**config.mk**
```make
export PLATFORM = sky130hd
export DESIGN_NAME = div4b_seq
export DESIGN_NICKNAME = d
export VERILOG_FILES = /design/src/rtl/div4b_seq.sv
export SDC_FILE = /design/constraint.sdc
export NUM_CORES = 1
export LEC_CHECK = 0
export ABC_AREA = 1
export CORE_MARGIN = 2
export CORE_UTILIZATION = 35
export DETAILED_ROUTE_END_ITERATION = 6
export PLACE_DENSITY = 0.55
export SYNTH_ARGS = -nofsm -noshare
export SYNTH_HDL_FRONTEND = slang
export SYNTH_SLANG_ARGS = --single-unit
```
**constraint.sdc**
```tcl
create_clock -name clk -period 1.95 [get_ports clk]
set_input_delay 0.195 -clock clk [delete_from_list [all_inputs] [get_ports clk]]
set_output_delay 0.195 -clock clk [all_outputs]
set_load 0.005 [all_outputs]
```
**src/rtl/div4b_seq.sv**
```systemverilog
// Sequential 4-bit unsigned restoring divider: one quotient bit per clock, MSB first.
// Divide-by-zero finishes on the accepting edge with Q=4'hF, R=A and div0 set.
module div4b_seq (
    input  logic       clk,
    input  logic       rst_n,
    input  logic       start,
    input  logic [3:0] A,
    input  logic [3:0] B,
    output logic       busy,
    output logic       done,
    output logic [3:0] Q,
    output logic [3:0] R,
    output logic       div0,
    output logic       dbg_state_o
);

    typedef enum logic {IDLE = 1'b0, CALC = 1'b1} state_t;

    state_t     state_q, state_d;
    logic [3:0] dvd_q, dvd_d;   // dividend bits shift out, quotient bits shift in
    logic [3:0] b_q, b_d;
    logic [4:0] rem_q, rem_d;
    logic [1:0] cnt_q, cnt_d;
    logic       busy_q, busy_d;
    logic       done_q, done_d;
    logic [3:0] q_q, q_d;
    logic [3:0] r_q, r_d;
    logic       div0_q, div0_d;

    logic [4:0] shifted;
    logic [5:0] sub;
    logic       borrow;
    logic [4:0] rem_next;
    logic       qbit;

    // Partial remainder stays below B, so its top bit is never needed in the shift.
    assign shifted  = {rem_q[3:0], dvd_q[3]};
    assign sub      = {1'b0, shifted} - {2'b00, b_q};
    assign borrow   = sub[5];
    assign rem_next = borrow ? shifted : sub[4:0];
    assign qbit     = ~borrow;

    always_comb begin
        state_d = state_q;
        dvd_d   = dvd_q;
        b_d     = b_q;
        rem_d   = rem_q;
        cnt_d   = cnt_q;
        busy_d  = busy_q;
        done_d  = 1'b0;
        q_d     = q_q;
        r_d     = r_q;
        div0_d  = div0_q;
        case (state_q)
            IDLE: begin
                if (start) begin
                    if (B != 4'd0) begin
                        state_d = CALC;
                        dvd_d   = A;
                        b_d     = B;
                        rem_d   = 5'd0;
                        cnt_d   = 2'd0;
                        busy_d  = 1'b1;
                    end else begin
                        q_d    = 4'hF;
                        r_d    = A;
                        div0_d = 1'b1;
                        done_d = 1'b1;
                    end
                end
            end
            CALC: begin
                rem_d = rem_next;
                dvd_d = {dvd_q[2:0], qbit};
                cnt_d = cnt_q + 2'd1;
                if (cnt_q == 2'd3) begin
                    state_d = IDLE;
                    busy_d  = 1'b0;
                    done_d  = 1'b1;
                    q_d     = {dvd_q[2:0], qbit};
                    r_d     = rem_next[3:0];
                    div0_d  = 1'b0;
                end
            end
            default: state_d = IDLE;
        endcase
    end

    always_ff @(posedge clk or negedge rst_n) begin
        if (!rst_n) begin
            state_q <= IDLE;
            dvd_q   <= 4'd0;
            b_q     <= 4'd0;
            rem_q   <= 5'd0;
            cnt_q   <= 2'd0;
            busy_q  <= 1'b0;
            done_q  <= 1'b0;
            q_q     <= 4'd0;
            r_q     <= 4'd0;
            div0_q  <= 1'b0;
        end else begin
            state_q <= state_d;
            dvd_q   <= dvd_d;
            b_q     <= b_d;
            rem_q   <= rem_d;
            cnt_q   <= cnt_d;
            busy_q  <= busy_d;
            done_q  <= done_d;
            q_q     <= q_d;
            r_q     <= r_d;
            div0_q  <= div0_d;
        end
    end

    assign busy        = busy_q;
    assign done        = done_q;
    assign Q           = q_q;
    assign R           = r_q;
    assign div0        = div0_q;
    assign dbg_state_o = state_q;

endmodule

```
==> run_results.csv <==
group,metric,value,unit
power,vdd_drop_max,604,µV
die,core_region_area,3630,µm²
yosys,synthXorXnorAreaFrac,0.00670,
worst_setup_path,crit_path_max_fanout,4,
detailed_routing,drc_errors,0,
placement,dp.cells,225,
power,p_per_area,1720,nW/µm²
yosys,yosys-top-cells-area,"dfrtp_1, nand2_1, inv_1",
clock_network,cts_tree,"built",
worst_setup_path,reg2reg_to,"R[3]$_DFFE_PN0P_",
worst_setup_path,reg2reg_depth,8,
timing,whs,0.290,ns
detailed_routing,drt_first_pass_iters,4,
worst_setup_path,cp.arrival,1.87,ns
yosys,synth_top_family_by_area,"simple AND/OR/NAND/NOR gates",
clock_network,numCtsBuffers,3,
clock_network,cts_post_setup_buffers_inserted,0,
detailed_routing,drt-initial-drc-count,55,
global_route,grt_overflow,0,
clock_network,insertion_delay,0.27,ns
timing,rsz0062_at_grt,"no",
yosys,synth_top_cell_area_share,0.498,
power,seqPwrFrac,0.335,
yosys,syn-num-nets,171,
timing,hold_viol,0,
flow_run,drv_cap,0,
die,fp.dieW,65.1,µm
yosys,yosysSeqAreaShare,0.498,
placement,dp_hpwl,2180,µm
yosys,yosysMostFrequentCell,"nand2_1",
timing,slew_viol_final,0,
power,power,2870,µW
global_route,grt_use_total,0.153,
detailed_routing,ant_nets,0,
yosys,synthTopCellsByCount,"nand2_1, dfrtp_1, inv_1, nand3_1, nor2_1",
detailed_routing,vias_per_cell,4.77,
power,p_clk_frac,0.157,
yosys,synthAdderAreaFrac,0.0632,
yosys,synth_mux_area_frac,0,
timing,skew,0.00231,ns
clock_network,clk_pin_slew,0.09,ns
timing,fmax,606,MHz
power,p_sw,1130,µW
die,die-area,4240,µm²
clock_network,htree_levels,1,
clock_network,clockBufferDepth,2,
yosys,postSynthCellCount,154,
yosys,yosys_most_used_dff,"dfrtp_1",
yosys,synth_seq_cells,26,
yosys,synth-async-reset-ratio,1.00,
placement,port-buffer-count,22,
worst_setup_path,crit_path_end_kind,"register",
power,power_frac_comb,0.508,
power,p_leak,0.000820,µW
timing,relSlewSlack,0.763,
placement,place.gp.congestion,0.842,
clock_network,cts_hold_buf,0,
worst_setup_path,worst_setup_path_start_kind,"register",
timing,fin_crit,1.65,ns
yosys,synthesis.yosys.warnings,0,
finish,drive_gt1_frac,0.0663,
timing,tightestPinTransition,0.354,ns
global_route,grt_pass1_wl,4990,µm
yosys,synth-simple-area-share,0.252,
global_route,antenna_found_initial,0,
worst_setup_path,path_class,"register to register",
yosys,synth_top_area_cell,"dfrtp_1",
detailed_routing,wl_per_cell,12.0,µm
worst_setup_path,cp_data_required_time,2.17,ns
die,row_count,22,
worst_hold_path,min_path_type,"input pin to asynchronous set/reset pin",
die,die_h,65.1,µm
yosys,synth_edf_count,0,
clock_network,cts_resized,0,
yosys,ys_types,23,
clock_network,clockRootBuffer,"clkbuf_8",
worst_setup_path,reg2reg_from,"rem_q[1]$_DFFE_PN0P_",
yosys,synth-compound-area-share,0.100,
clock_network,clock_sinks,26,
power,p_int,1740,µW
yosys,syn_avg_cell_area,8.49,µm²
finish,postLayoutCoreUtil,0.460,
finish,n_antenna_cell,0,
worst_setup_path,regToRegSetupSlack,0.30,ns
detailed_routing,wl,2760,µm
finish,instances_no_fill,229,
finish,nets,199,
finish,area_delta_synth_final,27.8,%
timing,tns,0,ns
die,initial_core_util,0.360,
timing,post-route-period-util,0.846,
yosys,netlist_area,1310,µm²
detailed_routing,num_vias,1092,
global_route,grt_pass1_vias,1130,
die,io_pins,23,
timing,finalSetupViolCount,0,
power,p_sw_frac,0.394,
outcome,status,"complete, no violations",
global_route,grt_start_max_net_pins,27,
==> routing by layer <==
metal,vias to the layer above,wire (µm),track usage
met3,2,72,0.0257
met1,526,1320,0.203
met4,0,25,0.0469
met5,-,0,0
met2,14,1340,0.256
li1,550,-,-
==> cell type report <==
type                       instances  area (µm²)
multi-input combinational        100         552
sequential                        26         651
timing repair buffer              24         235
tap                               48        60.1
clock buffer                       3        41.3
clock inverter                     1        30.0
fill                             381        1960
inverter                          27         101
==> worst max-delay path by stage <==
| stage | startpoint | end | slack, ns | cells after the start |
|---|---|---|---|---|
| 2_1_floorplan | dvd_q[3]$_DFFE_PN0P_ | R[2]$_DFFE_PN0P_ | 0.52 | 8 |
| 3_3_place_gp | B[3] | b_q[0]$_DFFE_PN0P_ | 0.27 | 8 |
| 3_5_place_dp | B[3] | b_q[0]$_DFFE_PN0P_ | 0.27 | 8 |
| 4_1_cts | rem_q[1]$_DFFE_PN0P_ | R[3]$_DFFE_PN0P_ | 0.30 | 8 |
| 5_1_grt | rem_q[1]$_DFFE_PN0P_ | R[0]$_DFFE_PN0P_ | 0.14 | 8 |
| 6_report | rem_q[1]$_DFFE_PN0P_ | R[3]$_DFFE_PN0P_ | 0.30 | 8 |
==> state kept, by name, indices dropped and copies added, names as in the netlist <==
signal / flops
rem_q: 4
R: 4
dvd_q: 4
b_q: 4
busy: 1
dbg_state_o: 1
cnt_q: 2
Q: 4
done: 1
div0: 1
==> cell usage in the layout, fill, tap and decap left out, types with 2 or more instances in the layout <==
master and instances:
a21oi_1 6, or2_0 4, a21boi_0 4, inv_1 26
clkdlybuf4s50_1 22, ha_1 5, dfrtp_1 26, nand2_2 2
nor2_1 12, nand4_1 5, clkbuf_8 3, nand2_1 31
buf_4 2, nand3_1 14, o21ai_0 8
==> power by group through the flow <==
stage	clock [µW]	sequential [µW]	combinational [µW]
3_5_place_dp	0	977	1470
2_1_floorplan	0	951	959
5_1_grt	479	1000	1700
4_1_cts	454	965	1470
6_report	450	962	1460
3_3_place_gp	0	967	1440
==> worst max-delay path: stages (launching register included) <==
cell     delay [ns]
dfrtp_1        0.42
ha_1           0.35
nand2_1        0.08
nand2_1        0.08
a21oi_1        0.27
nand4_1        0.18
nand3_1        0.12
nand2_1        0.05
inv_1          0.04
==> metrics by stage <==
| step | cell area [µm²] | setup slack (ns) |
|---|---|---|
| floorplan | 1310 | 0.524 |
| global placement | 1600 | 0.271 |
| detailed placement | 1600 | 0.271 |
| CTS | 1670 | 0.297 |
| global route | 1670 | 0.138 |
| finish | 1670 | 0.300 |
==> logic make-up after synthesis <==
family          count (synthesis)
compound gates                 22
xor+xnor                        1
fa+ha+maj                       6
buf+inv                        28
flops                          26
simple gates                   71
No activity file was read; power rests on OpenSTA's default activity.
